### src/rtl/ps2_turn_scheduler_if.sv
// ps2_turn_scheduler_if: key-event and game-step bundle between PS/2 decoder, game logic and turn scheduler
//   valid/makeBreak/outCode : key event strobe, make(1)/break(0), set-2 scan code
//   tick/start              : game-step strobe, synchronous re-initialise strobe
//   dir_p1/dir_p2           : committed directions (0 up, 1 right, 2 down, 3 left)
//   turn_p1/turn_p2/step    : per-step strobes
//   paused/qcnt_p1/qcnt_p2  : pause state and queue occupancy
//   drop                    : a legal-key make was discarded
interface ps2_turn_scheduler_if;
    logic       valid;
    logic       makeBreak;
    logic [7:0] outCode;
    logic       tick;
    logic       start;
    logic [1:0] dir_p1;
    logic [1:0] dir_p2;
    logic       turn_p1;
    logic       turn_p2;
    logic       step;
    logic       paused;
    logic [2:0] qcnt_p1;
    logic [2:0] qcnt_p2;
    logic       drop;
    modport master (
        output valid, makeBreak, outCode, tick, start,
        input  dir_p1, dir_p2, turn_p1, turn_p2, step, paused, qcnt_p1, qcnt_p2, drop
    );
    modport slave (
        input  valid, makeBreak, outCode, tick, start,
        output dir_p1, dir_p2, turn_p1, turn_p2, step, paused, qcnt_p1, qcnt_p2, drop
    );
endinterface

### src/rtl/ps2_turn_scheduler.sv
// ps2_turn_scheduler: filters PS/2 key events into queued, legal per-player turns released on game ticks
//   CLOCK_50 : system clock
//   reset    : asynchronous active-high reset
//   bus      : slave side of ps2_turn_scheduler_if (key events, tick/start in; dirs, strobes, counts out)
module ps2_turn_scheduler #(
    parameter int         QDEPTH      = 2,
    parameter logic [1:0] P1_INIT_DIR = 2'd1,
    parameter logic [1:0] P2_INIT_DIR = 2'd3
) (
    input  logic                  CLOCK_50,
    input  logic                  reset,
    ps2_turn_scheduler_if.slave   bus
);
    logic [1:0][3:0][1:0] q, nq;
    logic [1:0][2:0]      cnt, ncnt;
    logic [1:0][1:0]      dir, ndir;
    logic [1:0]           turn, nturn;
    logic [8:0]           held, nheld;
    logic                 paused, npaused, step, nstep, drop, ndrop;
    logic                 hit, pk, pl;
    logic [1:0]           d, rd, tail;
    logic [3:0]           idx;

    // key map: held-bit index, owning player, direction, pause flag
    always_comb begin
        hit = 1'b1;
        pk  = 1'b0;
        pl  = 1'b0;
        d   = 2'd0;
        idx = 4'd0;
        case (bus.outCode)
            8'h1D: begin idx = 4'd0; d = 2'd0; end
            8'h23: begin idx = 4'd1; d = 2'd1; end
            8'h1B: begin idx = 4'd2; d = 2'd2; end
            8'h1C: begin idx = 4'd3; d = 2'd3; end
            8'h43: begin idx = 4'd4; d = 2'd0; pl = 1'b1; end
            8'h4B: begin idx = 4'd5; d = 2'd1; pl = 1'b1; end
            8'h42: begin idx = 4'd6; d = 2'd2; pl = 1'b1; end
            8'h3B: begin idx = 4'd7; d = 2'd3; pl = 1'b1; end
            8'h4D: begin idx = 4'd8; pk = 1'b1; end
            default: hit = 1'b0;
        endcase
    end

    always_comb begin
        nq      = q;
        ncnt    = cnt;
        ndir    = dir;
        nturn   = 2'b00;
        nstep   = 1'b0;
        ndrop   = 1'b0;
        npaused = paused;
        nheld   = held;
        rd      = 2'd0;
        tail    = 2'd0;
        if (bus.start) begin
            ndir[0] = P1_INIT_DIR;
            ndir[1] = P2_INIT_DIR;
            ncnt    = '0;
            npaused = 1'b0;
        end else begin
            // pop happens first so a same-cycle push sees the post-pop tail
            if (bus.tick && !paused) begin
                nstep = 1'b1;
                for (int p = 0; p < 2; p++) begin
                    if (cnt[p] != 3'd0) begin
                        ndir[p]  = q[p][0];
                        nturn[p] = q[p][0] != dir[p];
                        for (int i = 0; i < 3; i++) nq[p][i] = q[p][i+1];
                        ncnt[p]  = cnt[p] - 3'd1;
                    end
                end
            end
            if (bus.valid && hit) begin
                nheld[idx] = bus.makeBreak;
                // a make on an already-held key is a typematic repeat
                if (bus.makeBreak && !held[idx]) begin
                    if (pk) npaused = !paused;
                    else begin
                        tail = ncnt[pl][1:0] - 2'd1;
                        rd   = ncnt[pl] != 3'd0 ? nq[pl][tail] : ndir[pl];
                        if (d == rd || (d ^ rd) == 2'd2 || ncnt[pl] == 3'(QDEPTH) || paused)
                            ndrop = 1'b1;
                        else begin
                            nq[pl][ncnt[pl][1:0]] = d;
                            ncnt[pl] = ncnt[pl] + 3'd1;
                        end
                    end
                end
            end
        end
    end

    always_ff @(posedge CLOCK_50 or posedge reset) begin
        if (reset) begin
            q      <= '0;
            cnt    <= '0;
            dir    <= {P2_INIT_DIR, P1_INIT_DIR};
            turn   <= 2'b00;
            held   <= 9'd0;
            paused <= 1'b0;
            step   <= 1'b0;
            drop   <= 1'b0;
        end else begin
            q      <= nq;
            cnt    <= ncnt;
            dir    <= ndir;
            turn   <= nturn;
            held   <= nheld;
            paused <= npaused;
            step   <= nstep;
            drop   <= ndrop;
        end
    end

    assign bus.dir_p1  = dir[0];
    assign bus.dir_p2  = dir[1];
    assign bus.turn_p1 = turn[0];
    assign bus.turn_p2 = turn[1];
    assign bus.qcnt_p1 = cnt[0];
    assign bus.qcnt_p2 = cnt[1];
    assign bus.step    = step;
    assign bus.paused  = paused;
    assign bus.drop    = drop;
endmodule

### src/flat_wrapper.sv
// flat-port wrapper written by rule: the top's interface ports become plain ports
module ps2_turn_scheduler_flat 
#(
    parameter int         QDEPTH      = 2,
    parameter logic [1:0] P1_INIT_DIR = 2'd1,
    parameter logic [1:0] P2_INIT_DIR = 2'd3
)
  (CLOCK_50, reset, bus_valid, bus_makeBreak, bus_outCode, bus_tick, bus_start, bus_dir_p1, bus_dir_p2, bus_turn_p1, bus_turn_p2, bus_step, bus_paused, bus_qcnt_p1, bus_qcnt_p2, bus_drop);
  ps2_turn_scheduler_if bus_i ();
  input  logic CLOCK_50;
  input  logic reset;
  input wire logic [$bits(bus_i.valid)-1:0] bus_valid;
  input wire logic [$bits(bus_i.makeBreak)-1:0] bus_makeBreak;
  input wire logic [$bits(bus_i.outCode)-1:0] bus_outCode;
  input wire logic [$bits(bus_i.tick)-1:0] bus_tick;
  input wire logic [$bits(bus_i.start)-1:0] bus_start;
  output wire logic [$bits(bus_i.dir_p1)-1:0] bus_dir_p1;
  output wire logic [$bits(bus_i.dir_p2)-1:0] bus_dir_p2;
  output wire logic [$bits(bus_i.turn_p1)-1:0] bus_turn_p1;
  output wire logic [$bits(bus_i.turn_p2)-1:0] bus_turn_p2;
  output wire logic [$bits(bus_i.step)-1:0] bus_step;
  output wire logic [$bits(bus_i.paused)-1:0] bus_paused;
  output wire logic [$bits(bus_i.qcnt_p1)-1:0] bus_qcnt_p1;
  output wire logic [$bits(bus_i.qcnt_p2)-1:0] bus_qcnt_p2;
  output wire logic [$bits(bus_i.drop)-1:0] bus_drop;
  assign bus_i.valid = bus_valid;
  assign bus_i.makeBreak = bus_makeBreak;
  assign bus_i.outCode = bus_outCode;
  assign bus_i.tick = bus_tick;
  assign bus_i.start = bus_start;
  assign bus_dir_p1 = bus_i.dir_p1;
  assign bus_dir_p2 = bus_i.dir_p2;
  assign bus_turn_p1 = bus_i.turn_p1;
  assign bus_turn_p2 = bus_i.turn_p2;
  assign bus_step = bus_i.step;
  assign bus_paused = bus_i.paused;
  assign bus_qcnt_p1 = bus_i.qcnt_p1;
  assign bus_qcnt_p2 = bus_i.qcnt_p2;
  assign bus_drop = bus_i.drop;
  ps2_turn_scheduler #(.QDEPTH(QDEPTH), .P1_INIT_DIR(P1_INIT_DIR), .P2_INIT_DIR(P2_INIT_DIR)) u_core (.CLOCK_50(CLOCK_50), .reset(reset), .bus(bus_i));
endmodule
### config.mk
export PLATFORM = sky130hd
export DESIGN_NAME = ps2_turn_scheduler_flat
export DESIGN_NICKNAME = d
export VERILOG_FILES = /design/src/rtl/ps2_turn_scheduler_if.sv /design/src/rtl/ps2_turn_scheduler.sv /design/src/flat_wrapper.sv
export SDC_FILE = /design/constraint.sdc
export NUM_CORES = 1
export LEC_CHECK = 0
export ABC_AREA = 1
export ABC_CLOCK_PERIOD_IN_PS = 3730
export CAP_MARGIN = 25
export CORE_MARGIN = 5
export CORE_UTILIZATION = 50
export CTS_CLUSTER_SIZE = 10
export DETAILED_ROUTE_END_ITERATION = 8
export PLACE_DENSITY = 0.71
export RECOVER_POWER = 25
export SYNTH_ARGS = -nofsm -noshare
export SYNTH_HDL_FRONTEND = slang
export SYNTH_SLANG_ARGS = --single-unit
export TNS_END_PERCENT = 30
### constraint.sdc
create_clock -name CLOCK_50 -period 3.73 [get_ports CLOCK_50]
set_clock_uncertainty 0.1 [all_clocks]
set_input_delay 0.5595 -clock CLOCK_50 [delete_from_list [all_inputs] [get_ports CLOCK_50]]
set_output_delay 0.5595 -clock CLOCK_50 [all_outputs]
set_load 0.05 [all_outputs]
### Yosys cells after proc, flatten, opt, wreduce, memory -nomap -nowiden

Index checks and enable logic that the tools add are counted.

| storage, ports and cells | value |
|---|---|
| register bits after elaboration | 40 |
| bits of input ports | 14 |
| logic and storage cells | 137 |
| output and inout bits | 15 |

| cells by class | value |
|---|---|
| reductions and logical operators | 25 |
| magnitude comparators | 7 |
| bitwise operators | 4 |
| muxes and demuxes | 66 |
| equal/unequal tests | 14 |
| add/sub/neg operators | 4 |

Operators by type and width:

| cell | count |
|---|---|
| two-way mux 6 bit | 13 |
| two-way mux 14 bit | 4 |
| == test 8 x 7 -> 1 bit, second input constant | 4 |
| case mux 4 bit (8 select lines) | 1 |
| == test 8 x 5 -> 1 bit, second input constant | 3 |
| two-way mux 8 bit | 3 |
| two-way mux 1 bit | 18 |
| two-way mux 2 bit | 9 |
| bitwise mux 16 bit | 1 |
| == test 8 x 6 -> 1 bit, second input constant | 2 |
| two-way mux 3 bit | 5 |
| two-way mux 4 bit | 3 |
| bitwise mux 9 bit | 1 |
| nonzero test 3 bit | 3 |
| OR reduction 9 bit | 1 |
| demux 8 bit (select 1 bit) | 1 |
| bitwise mux 6 bit | 1 |
| logical AND 1 bit | 6 |
| less-than comparator 2 x 3 -> 1 bit, second input constant | 2 |
| case mux 2 bit (3 select lines) | 1 |
| nonzero test 2 bit | 3 |
| OR reduction 2 bit | 3 |
| subtractor 3 x 1 -> 3 bit, second input constant | 2 |
| less-than comparator 4 x 5 -> 1 bit, second input constant | 1 |
| other kinds (23) | 29 |

### Depth between registers and ports, before layout

Gate-level depths: netlist of the first run.

| logic depth | value |
|---|---|
| word-level depth | 20 |
| depth in mapped cells | 26 |

### Worst setup path before layout of the first run

Ideal clock, no wire load.

| path | value |
|---|---|
| path type | register to register |
| start | register u_core.cnt, in the netlist u_core.bus.qcnt_p2[0] |
| end | register u_core.q[0] (netlist name) |
| stages on the path, launching flop included | 23 |
| clock period less this slack | 3.680 ns |
| library setup time | 0.118 ns |
| path buffers | 2 |
| arrival time | 3.462 ns |
| slack | 0.050 ns |
| required time | 3.512 ns |
| cells stage by stage | dfrtp_1 -> inv_1 -> ha_1 -> nand2_1 -> nand2_1 -> inv_1 -> o21ai_0 -> or2_2 -> o21ai_0 -> ha_1 -> clkbuf_1 -> or2_2 -> nand3_1 -> nand2_1 -> nand2_1 -> nand3_2 -> nand3_2 -> nand3_2 -> nor2_4 -> buf_4 -> nand3_1 -> nand3_1 -> nand2_1 |

| on the way | value |
|---|---|
| cells in the longest elaborated chain, start to end | 19 |
| elaborated cells between the ends (all ways) | 41 |
| those cells by class | 2 x add/sub; 2 x order compare; 3 x eq/ne; 27 x mux; 1 x bitwise; 6 x reduce/logical |

RTL lines:

| element | line | RTL |
|---|---|---|
| start: declaration | ps2_turn_scheduler.sv:15 | `logic [1:0][2:0] cnt, ncnt;` |
| start signal: assignment | ps2_turn_scheduler.sv:106 | `cnt <= ncnt;` |
| subtractor 3 x 1 -> 3 bit or nonzero test 3 bit (tied branches) | ps2_turn_scheduler.sv:70, ps2_turn_scheduler.sv:66 |  |
| two-way mux 3 bit | ps2_turn_scheduler.sv:66 | `if (cnt[p] != 3'd0) begin` |
| two-way mux 6 bit | ps2_turn_scheduler.sv:63 | `if (bus.tick && !paused) begin` |
| two-way mux 6 bit | ps2_turn_scheduler.sv:56 | `if (bus.start) begin` |
| two-way mux 3 bit (implied by the code) | ps2_turn_scheduler.sv:80, ps2_turn_scheduler.sv:85 |  |
| two-way mux 3 bit (implied by the code) | ps2_turn_scheduler.sv:81, ps2_turn_scheduler.sv:82 |  |
| subtractor 2 x 1 -> 2 bit | ps2_turn_scheduler.sv:80 | `tail = ncnt[pl][1:0] - 2'd1;` |
| binary-select mux 2 bit (select 2 bit) | ps2_turn_scheduler.sv:81 | `rd = ncnt[pl] != 3'd0 ? nq[pl][tail] : ndir[pl];` |
| two-way mux 2 bit (implied by the code) | ps2_turn_scheduler.sv:81 |  |
| two-way mux 2 bit | ps2_turn_scheduler.sv:81 |  |
| XOR 2 bit | ps2_turn_scheduler.sv:82 | `if (d == rd \|\| (d ^ rd) == 2'd2 \|\| ncnt[pl] == 3'(QDEPTH) \|\| paused)` |
| == test 2 bit | ps2_turn_scheduler.sv:82 |  |
| logical OR 1 bit (3 in series) | ps2_turn_scheduler.sv:82 |  |
| two-way mux 14 bit (*) | ps2_turn_scheduler.sv:82 |  |
| two-way mux 14 bit (*) | ps2_turn_scheduler.sv:78 | `if (pk) npaused = !paused;` |
| two-way mux 14 bit (*) | ps2_turn_scheduler.sv:77 | `if (bus.makeBreak && !held[idx]) begin` |
| two-way mux 14 bit (*) | ps2_turn_scheduler.sv:74 | `if (bus.valid && hit) begin` |
| end signal: assignment | ps2_turn_scheduler.sv:105 | `q <= nq;` |
| end: declaration | ps2_turn_scheduler.sv:14 | `logic [1:0][3:0][1:0] q, nq;` |

Every way passes the cells marked *; elsewhere a longest branch is shown, timed or not. The select of a mux whose other input is x is not followed.
A chain may end at the register's enable or synchronous reset.

### Worst setup path in the final report of the first run

| path | value |
|---|---|
| start | input bus_outCode[4] |
| end | register u_core.q[10] (netlist name) |

| on the way | value |
|---|---|
| cells in the longest elaborated chain, start to end | 18 |
| elaborated cells between the ends (all ways) | 57 |
| those cells by class | 1 x add/sub; 4 x order compare; 12 x eq/ne; 25 x mux; 1 x bitwise; 14 x reduce/logical |

RTL lines:

| element | line | RTL |
|---|---|---|
| start: declaration | flat_wrapper.sv:14 | `input wire logic [$bits(bus_i.outCode)-1:0] bus_outCode;` |
| == test 8 x 7 -> 1 bit or == test 8 x 6 -> 1 bit (tied branches) | ps2_turn_scheduler.sv:31 | `case (bus.outCode)` |
| OR reduction 4 bit (no source line) | - |  |
| two-way mux 1 bit | ps2_turn_scheduler.sv:31 |  |
| two-way mux 3 bit (implied by the code) | ps2_turn_scheduler.sv:80, ps2_turn_scheduler.sv:85 |  |
| two-way mux 3 bit (implied by the code) | ps2_turn_scheduler.sv:81, ps2_turn_scheduler.sv:82 |  |
| subtractor 2 x 1 -> 2 bit | ps2_turn_scheduler.sv:80 |  |
| binary-select mux 2 bit (select 2 bit) | ps2_turn_scheduler.sv:81 |  |
| two-way mux 2 bit (implied by the code) | ps2_turn_scheduler.sv:81 |  |
| two-way mux 2 bit | ps2_turn_scheduler.sv:81 |  |
| XOR 2 bit | ps2_turn_scheduler.sv:82 |  |
| == test 2 bit | ps2_turn_scheduler.sv:82 |  |
| logical OR 1 bit (3 in series) | ps2_turn_scheduler.sv:82 |  |
| two-way mux 14 bit | ps2_turn_scheduler.sv:82 |  |
| two-way mux 14 bit | ps2_turn_scheduler.sv:78 |  |
| two-way mux 14 bit | ps2_turn_scheduler.sv:77 |  |
| two-way mux 14 bit (*) | ps2_turn_scheduler.sv:74 |  |

Marked as above.

==> results list, run 1 <==
- Result of the run: completed
- Yosys printed 0 warnings.
- After clock tree synthesis, the clock-pin slew on the worst setup and hold paths is approximately 0.070 ns.
* Area of all sequential standard cells: approximately 1000 µm²
- In this run the static leakage power is around 2.0 nW.
- Vias per cell: 5.09
* Biggest fanout along the worst timing path: 6
* Final Worst Setup Slack: about 0.27 ns
- Unrepaired setup endpoints after global routing: false
* MaxCap Viol Count: 0
- The congestion estimate from routability-driven global placement came to approximately 0.96.
- Relative to the synthesized area, the layout overhead comes to 23.2%.
- The synthesized design spends more area on one cell type than any other, namely dfrtp_1.
- The library cell used most frequently in the layout, excluding fill and tap cells, is nand2_1.
* Cell area after synthesis: 2940 µm²
- The critical path goes through clkdlybuf4s50_1 > inv_2 > nand2_1 > nor2_4 > nand2_1 > inv_1 > nor2_2 > or2_2 > o21ai_2 > ha_1 > or2_2 > nand3_1 > nand2_1 > nand2_1 > nand3_2 > nand3_2 > nand3_2 > nor2_4 > buf_4 > nand3_1 > nand3_1 > nand2_1.
* Non-filler cells, final: 570
- TritonCTS clock tree: yes
- In this run, post-CTS hold repair placed 0 buffers.
- Detailed Routing Iterations Pass 1: 4
- The setup path with the least slack is of type input port to register.
- Global-route usage over all layers: 20.6%
- Number of buffer and inverter instances along the worst setup path: 4
* # placed instances: roughly 560
- Core Util, Final: 62.3%
- After detailed routing, the number of remaining DRC violations is 0.
* Kind of end point of the critical path: register
* Via count of the first global-routing pass: approximately 2700
- Total power for the finished layout comes to 0.00276 W.
- Largest stage delay on the critical path: approximately 0.43 ns
* Number of H-tree branching levels: 2
* Count of state elements after synthesis: 40
- Minimum period implied by the final worst setup slack: 3.46 ns
- Row generation in the floorplan step produced 28 rows.
- Final cycle utilization of the critical path: ~93%
- Grt total ovfl: 0
* First-pass GRT wire length: 12.4 mm
- For this run, the top clock speed supported by timing is about 290 MHz.
* Critical Path RT: roughly 3.8 ns
- Start point of the worst hold path: u_core.q[5]
* Startpoint of the most critical register-to-register path: u_core.bus.qcnt_p2[0]
- The core region is 5820 µm².
- CTS placed an instance of clkbuf_8 at the clock tree root.
* Die Wd: 86.7 µm
- Prior to clock tree synthesis, the placed netlist has a worst setup slack of -0.0734 ns.
- Hold Worst Slack: ~0.38 ns
- In this run the worst setup path begins at bus_outCode[4].
- Dividing total power by cell area gives a power density of 761 nW/µm².
- The initial utilization of the core area, before any placement, comes to 50.5%.
- Iter 0 DRT Violations: about 270
- Dividing the detail-routed wire length by the instance count gives approximately 12 µm.
- For this run, the register share of the synthesized area comes to between 30% and 40%.
- Counting the fill cells in the layout gives between 500 and 600.
* Number of clock sinks: 40
- STA classifies the critical path startpoint as an input port.
- Worst path most repeated cell: nand2_1
- In the final design database the tool counted 516 nets.
* Max Slew Vio Count: 0
* Diode count: 0
- Top library cells by usage in the layout, fill and taps aside: nand2_1 (142), inv_1 (49), nand3_1 (40), dfrtp_1 (37)
- The path class of the tightest hold or removal check is register to register.
* Clk Latency, worst-skew pair: about 0.30 ns
- Vias: around 2900
- Cell count after synthesis: 433
- After synthesis, the cell types taking the most area are dfrtp_1 (32%), nand2_1 (18%), nand3_1 (6.8%).
- Maximum buffer depth of the clock tree: 2
- Share of the synthesized area in the top cell type: about a third
* Chip Height: roughly 87 µm
* Synthesized Nets: between 400 and 500
- Buffers placed on the I/O ports in this run total 28.
* Largest net degree at the start of global routing: 24
- The worst-case IR drop observed on VDD is approximately 440 µV.
- At the pin with the least slew margin, the transition time is 1.26 ns.
* Mean instance size in the synthesized netlist: 6.79 µm²
* Number of antenna-violating nets in the routed design: 0
- Ratio of cells with drive above 1 in the final layout: between 10% and 20%
* Kind of cell adding the most delay to the critical path: simple AND/OR/NAND/NOR gates
* Half-perimeter wire length after placement: 5.60 mm
* Number of antenna violations at the first check in global routing: 0
* Arr. time, crit path: 3.54 ns
* Final Routed Wirelength: 7.08 mm
- Pin placement for this block handled 29 I/O pins.
* Area occupied by multi-input gates: approximately 1700 µm²
* Library cell contributing the largest single delay on the critical path: clkdlybuf4s50_1
- Setup violations remaining at the end of the flow were counted as 0.
- Headroom to the max-slew limit: 15.9%
* Final hold violation count: 0
* Total Die Area: about 7500 µm²
- Number of library cell types mapped by synthesis: 36
- Counting the buffers created by CTS gives 5.
## cell usage after synthesis (all sizes together)
cell / n
mux2i: 2
or2: 4
nand3: 46
nor3: 4
o21a: 1
nand2: 153
dfrtp: 37
xnor2: 5
nand4: 9
dfstp: 3
buf: 6
inv: 52
xor2: 2
ha: 8
a21oi: 8
o22ai: 1
clkbuf: 5
and2: 2
nor2: 42
o21ai: 38
a211oi: 2
o31ai: 2
nor4: 1
## logic make-up (layout without fill, tap and decap cells)
logic type	after synthesis	after routing	share of synthesized area, %
mux	2	2	0.681
flops	40	40	34.2
fa+ha+maj	8	8	3.41
simple gates	261	261	41.3
xor+xnor	7	7	2.09
buf+inv	63	125	8.85
compound gates	52	52	9.45
## routing by layer
metal  global-route usage [%]  part of all wire [%]  vias up
met2                     33.1                    46       49
met4                     7.93                   2.2        0
met5                        0                     0        -
met3                     3.14                   3.7       13
met1                     27.9                    48     1334
li1                         -                     -     1505
## worst reg2reg max path: stages, from the launching register on
cell	delay, ns
dfrtp_1	0.38
inv_1	0.12
ha_1	0.18
nand2_1	0.09
nand2_1	0.09
inv_1	0.07
nand2_1	0.05
o21ai_1	0.10
or2_2	0.32
o21ai_2	0.07
ha_1	0.27
or2_2	0.30
nand3_1	0.09
nand2_1	0.05
nand2_1	0.07
nand3_2	0.10
nand3_2	0.09
nand3_2	0.09
nor2_4	0.20
buf_4	0.16
nand3_1	0.06
nand3_1	0.10
nand2_1	0.07
## cell type report
type | instances | share of cell area [%]
Multi-Input combinational cell | 330 | 46.6
Sequential cell | 40 | 27.7
Timing Repair Buffer | 65 | 15.2
Inverter | 52 | 5.39
Tap cell | 75 | 2.59
Clock buffer | 8 | 2.49
## report_power, final
group	internal, W	switching [W]
logic	0.000763	0.00109
clock network	0.000151	0.000148
registers	0.000537	0.0000711
total	0.00145	0.00130
## sequential cells by signal, indices dropped and copies added, names as in the netlist
signal and cells:
u_core.q 16, u_core.held 9, u_core.bus.qcnt_p1 3, u_core.bus.qcnt_p2 3, u_core.bus.dir_p1 2, u_core.bus.dir_p2 2, u_core.turn 2, u_core.bus.drop 1
u_core.bus.paused 1, u_core.bus.step 1
## path summary, 6_finish.rpt
kind	to	slack, ns	depth (start not counted)
min in group asynchronous	u_core.q[1]	0.49	2
max in group asynchronous	u_core.q[6]	1.62	4
worst min register to register	u_core.q[5]	0.38	2
worst max-delay path	u_core.q[10]	0.27	22
worst min-delay path	u_core.q[5]	0.38	2
worst max register to register	u_core.q[10]	0.39	22
## timing repair
item | 4_1_cts | 5_1_grt
endpoints found under the setup margin | 0 | 14
endpoints found under the hold margin | 0 | 0
resized for setup | 0 | 5
buffers inserted | 0 | 1
## metrics by stage
step | setup TNS (ns) | area [µm²]
detailed placement | -1.08 | 3540
floorplan | 0 | 2940
global placement | -0.0140 | 3510
CTS | 0 | 3630
global route | 0 | 3620
finish | 0 | 3620
No activity file was read; power rests on OpenSTA's default activity.
==> run 2: changes to the inputs <==
SETUP_SLACK_MARGIN = 0.3   (was not set)
==> results list, run 2 (same netlist as run 1, synthesis figures left out) <==
* Avg WL per Cell: ~14 µm
- Final weighted congestion in routability-driven placement: ~0.96
- Wires add up to approximately 7.8 mm.
- Worst path most repeated cell: nand2_1
- For this run, the top clock speed supported by timing is between 300 and 400 MHz.
- Largest net degree at the start of global routing: a little over 40
- Remaining DRCs: 0
* Start point of the worst hold path: u_core.q[5]
- 0 antenna diodes ended up in the layout.
- Net switching is 47.7% of the power.
* End of the worst hold path: u_core.q[5]
* Number of buffer and inverter instances along the worst setup path: 6
* Internal power contribution: around 0.0016 W
- Clock share of power: around an eighth
* Iter 0 DRT Violations: about 320
* Number of clock sinks: 40
* Total Die Area: between 7000 and 8000 µm²
* Kind of end point of the critical path: register
* TritonCTS clock tree: yes
- Ranked by flip-flop count, first place goes to u_core.q.
* Setup slack after placement: -0.104 ns
- Per report_power, the sequential group accounts for between 20% and 30% of the total.
- Ratio of total power to cell area: about 800 nW/µm²
- Leaving out fill and tap cells, the most frequent cell in the layout is nand2_1.
* Initial core utilization: 50.5%
* Library cell contributing the largest single delay on the critical path: dfrtp_2
- Finish-stage setup viols: 0
* Arr. time, crit path: 3.35 ns
* Die Wd: a little under 90 µm
- Half-perimeter wire length after placement: around 5.5 mm
* Grt total ovfl: 0
- The tool flagged a number of max-cap violations equal to 1.
* Leakage dissipation: about 2.1 nW
- In the final layout, the registers with the most flip-flops are u_core.q (16), u_core.held (9).
- In this run, CTS created clock tree buffers numbering 5.
- The first global-routing pass estimated 12.7 mm of wire.
- R2R cell count: 25
* Number of hold-repair buffers added at the cts stage: 0
- Of all nets on the critical path, the largest fanout is 6.
- Input/output buffers: 28
- Kind of cell adding the most delay to the critical path: simple AND/OR/NAND/NOR gates
- Worst vdd ir: 482 µV
* Number of H-tree branching levels: 2
- Max FFs per register: 16
* Critical path type: register to register
- # rows: 28
* # nets final: roughly 510
* Core Util, Final: about two thirds
* Clock slew at reported path FFs: around 0.080 ns
- Hold Worst Slack: 0.373 ns
- Dividing the detail-routed via count by the number of cells gives 5.38.
- Worst min-delay path class: register to register
- The floorplan step defined a core boundary enclosing around 5800 µm².
- Counting instances, the worst hold path has a depth of 2.
- The top cell types in the final layout, fill and taps aside, are nand2_1 (137), inv_1 (41), o21ai_0 (35), dfrtp_1 (33), nor2_1 (31).
- After layout, the worst setup slack is about 0.47 ns.
* Detailed Routing Iterations Pass 1: 9
* Result of the run: finished, violations left
- I/O pin count: 29
- The count of nets left with antenna violations once routing finished came out at 0.
- Non-filler cells, final: approximately 570
- Number of antenna violations at the first check in global routing: 0
* Failing checks: capacitance limit, slew limit
* Final hold violation count: 0
* Chip Height: roughly 87 µm
- Crit Reg-Reg Endpoint: u_core.q[2]
* Ratio of cells with drive above 1 in the final layout: ~23%
- Startpoint type of the worst setup path: register
- In this run the power spent charging and discharging nets is between 0.001 and 0.0015 W.
- The number of global-route vias before repair is around 2800.
- In the finished design, the share of the clock period the worst path needs comes to between 80% and 90%.
- In this run the deepest clock path goes through 2 buffers.
* Transition time at the pin with the least slew margin: between 2 and 2.5 ns
- In this run, placement finished with an instance count of 550.
- Global-route usage over all layers: between 20% and 30%
* Minimum period implied by the final worst setup slack: 3.26 ns
* Fraction of power consumed by combinational cells: between 60% and 70%
* Final-layout setup total negative slack: 0 ns
- Measured against its own limit, the worst slew margin works out to -47.7%.
- Area Growth Syn to Fin: 29.1%
* Setup slack on the worst flop-to-flop path: between 0.4 and 0.5 ns
* Unrepaired setup endpoints after global routing: false
- The startpoint identified for the worst register-to-register timing path is u_core.bus.qcnt_p2[1].
- The total count of max-transition violations in the final report was 41.
- Critical Path RT: ~3.8 ns
- For this run, the slowest stage of the critical path takes around 0.42 ns.
* Clk root buf: clkbuf_8
* Clk Latency, worst-skew pair: around 0.29 ns
- Vias: between 3000 and 4000
run 2: cell count changes in the layout (fill, tap and decap cells not counted), sizes merged:
cell and delta:
buf -2, bufinv +1, clkbuf -3, clkdlybuf4s50 -8, clkinv +1, dlygate4sd3 -1, dlymetal6s2s +9, nand2 +1
run 2: power by group through the flow:
| stage | sequential (W) | combinational (W) | clock [W] |
|---|---|---|---|
| after detailed placement | 0.000624 | 0.00174 | 0 |
| final | 0.000616 | 0.00205 | 0.000379 |
| after CTS | 0.000616 | 0.00181 | 0.000392 |
| after floorplan | 0.000781 | 0.00108 | 0 |
| after global placement | 0.000621 | 0.00170 | 0 |
| after global routing | 0.000630 | 0.00223 | 0.000409 |
run 2: layout make-up:
| cell class | instances | area [µm²] |
|---|---|---|
| Inverter | 52 | 195 |
| Sequential cell | 40 | 1010 |
| Multi-Input combinational cell | 331 | 1800 |
| Tap cell | 75 | 93.8 |
| Clock inverter | 2 | 38.8 |
| Clock buffer | 6 | 82.6 |
| Fill cell | 489 | 2020 |
| Timing Repair Buffer | 62 | 573 |
run 2: worst min-delay path, delay by kind of cell, from the launching register on:
kind | cells | cell delay [ns]
simple gates | 2 | 0.10
flops | 1 | 0.35
run 2: worst max-delay path by stage:
| stage | startpoint | to | cells past startpoint |
|---|---|---|---|
| after floorplan | u_core.bus.qcnt_p2[0] | u_core.q[0] | 22 |
| after global placement | bus_outCode[4] | u_core.q[14] | 21 |
| after detailed placement | bus_outCode[4] | u_core.q[15] | 21 |
| after CTS | bus_tick | u_core.q[15] | 22 |
| after global routing | u_core.bus.qcnt_p1[0] | u_core.q[10] | 22 |
| final | u_core.bus.qcnt_p2[1] | u_core.q[2] | 25 |
run 2: per-stage QoR:
step                cell area (µm²)  power (W)
floorplan                      2950    0.00186
global placement               3440    0.00232
detailed placement             3440    0.00236
CTS                            3600    0.00282
global route                   3790    0.00326
finish                         3790    0.00305
run 2: per-layer routing:
layer  vias up  wire [µm]  share of wire [%]  track usage (%)
met1      1389       3240                 42             27.4
met3        25        522                6.7             3.33
met2       137       3830                 49             35.2
met4         0        192                2.5             5.81
met5         -          0                  0                0
li1       1503          -                  -                -
run 2: what timing repair did:
| action | 4_1_cts | 5_1_grt |
|---|---|---|
| pin swaps | 4 | 35 |
| setup buffers | 2 | 7 |
| gates resized for setup | 4 | 44 |
| endpoints found under the setup margin | 20 | 23 |
| gates cloned | 0 | 1 |
==> run 3: changes to the inputs <==
CTS_BUF_LIST = sky130_fd_sc_hd__clkbuf_8 sky130_fd_sc_hd__clkbuf_16   (was not set)
==> results of run 3 <==
The final DEF is identical to that of run 2; final timing and power are the same.
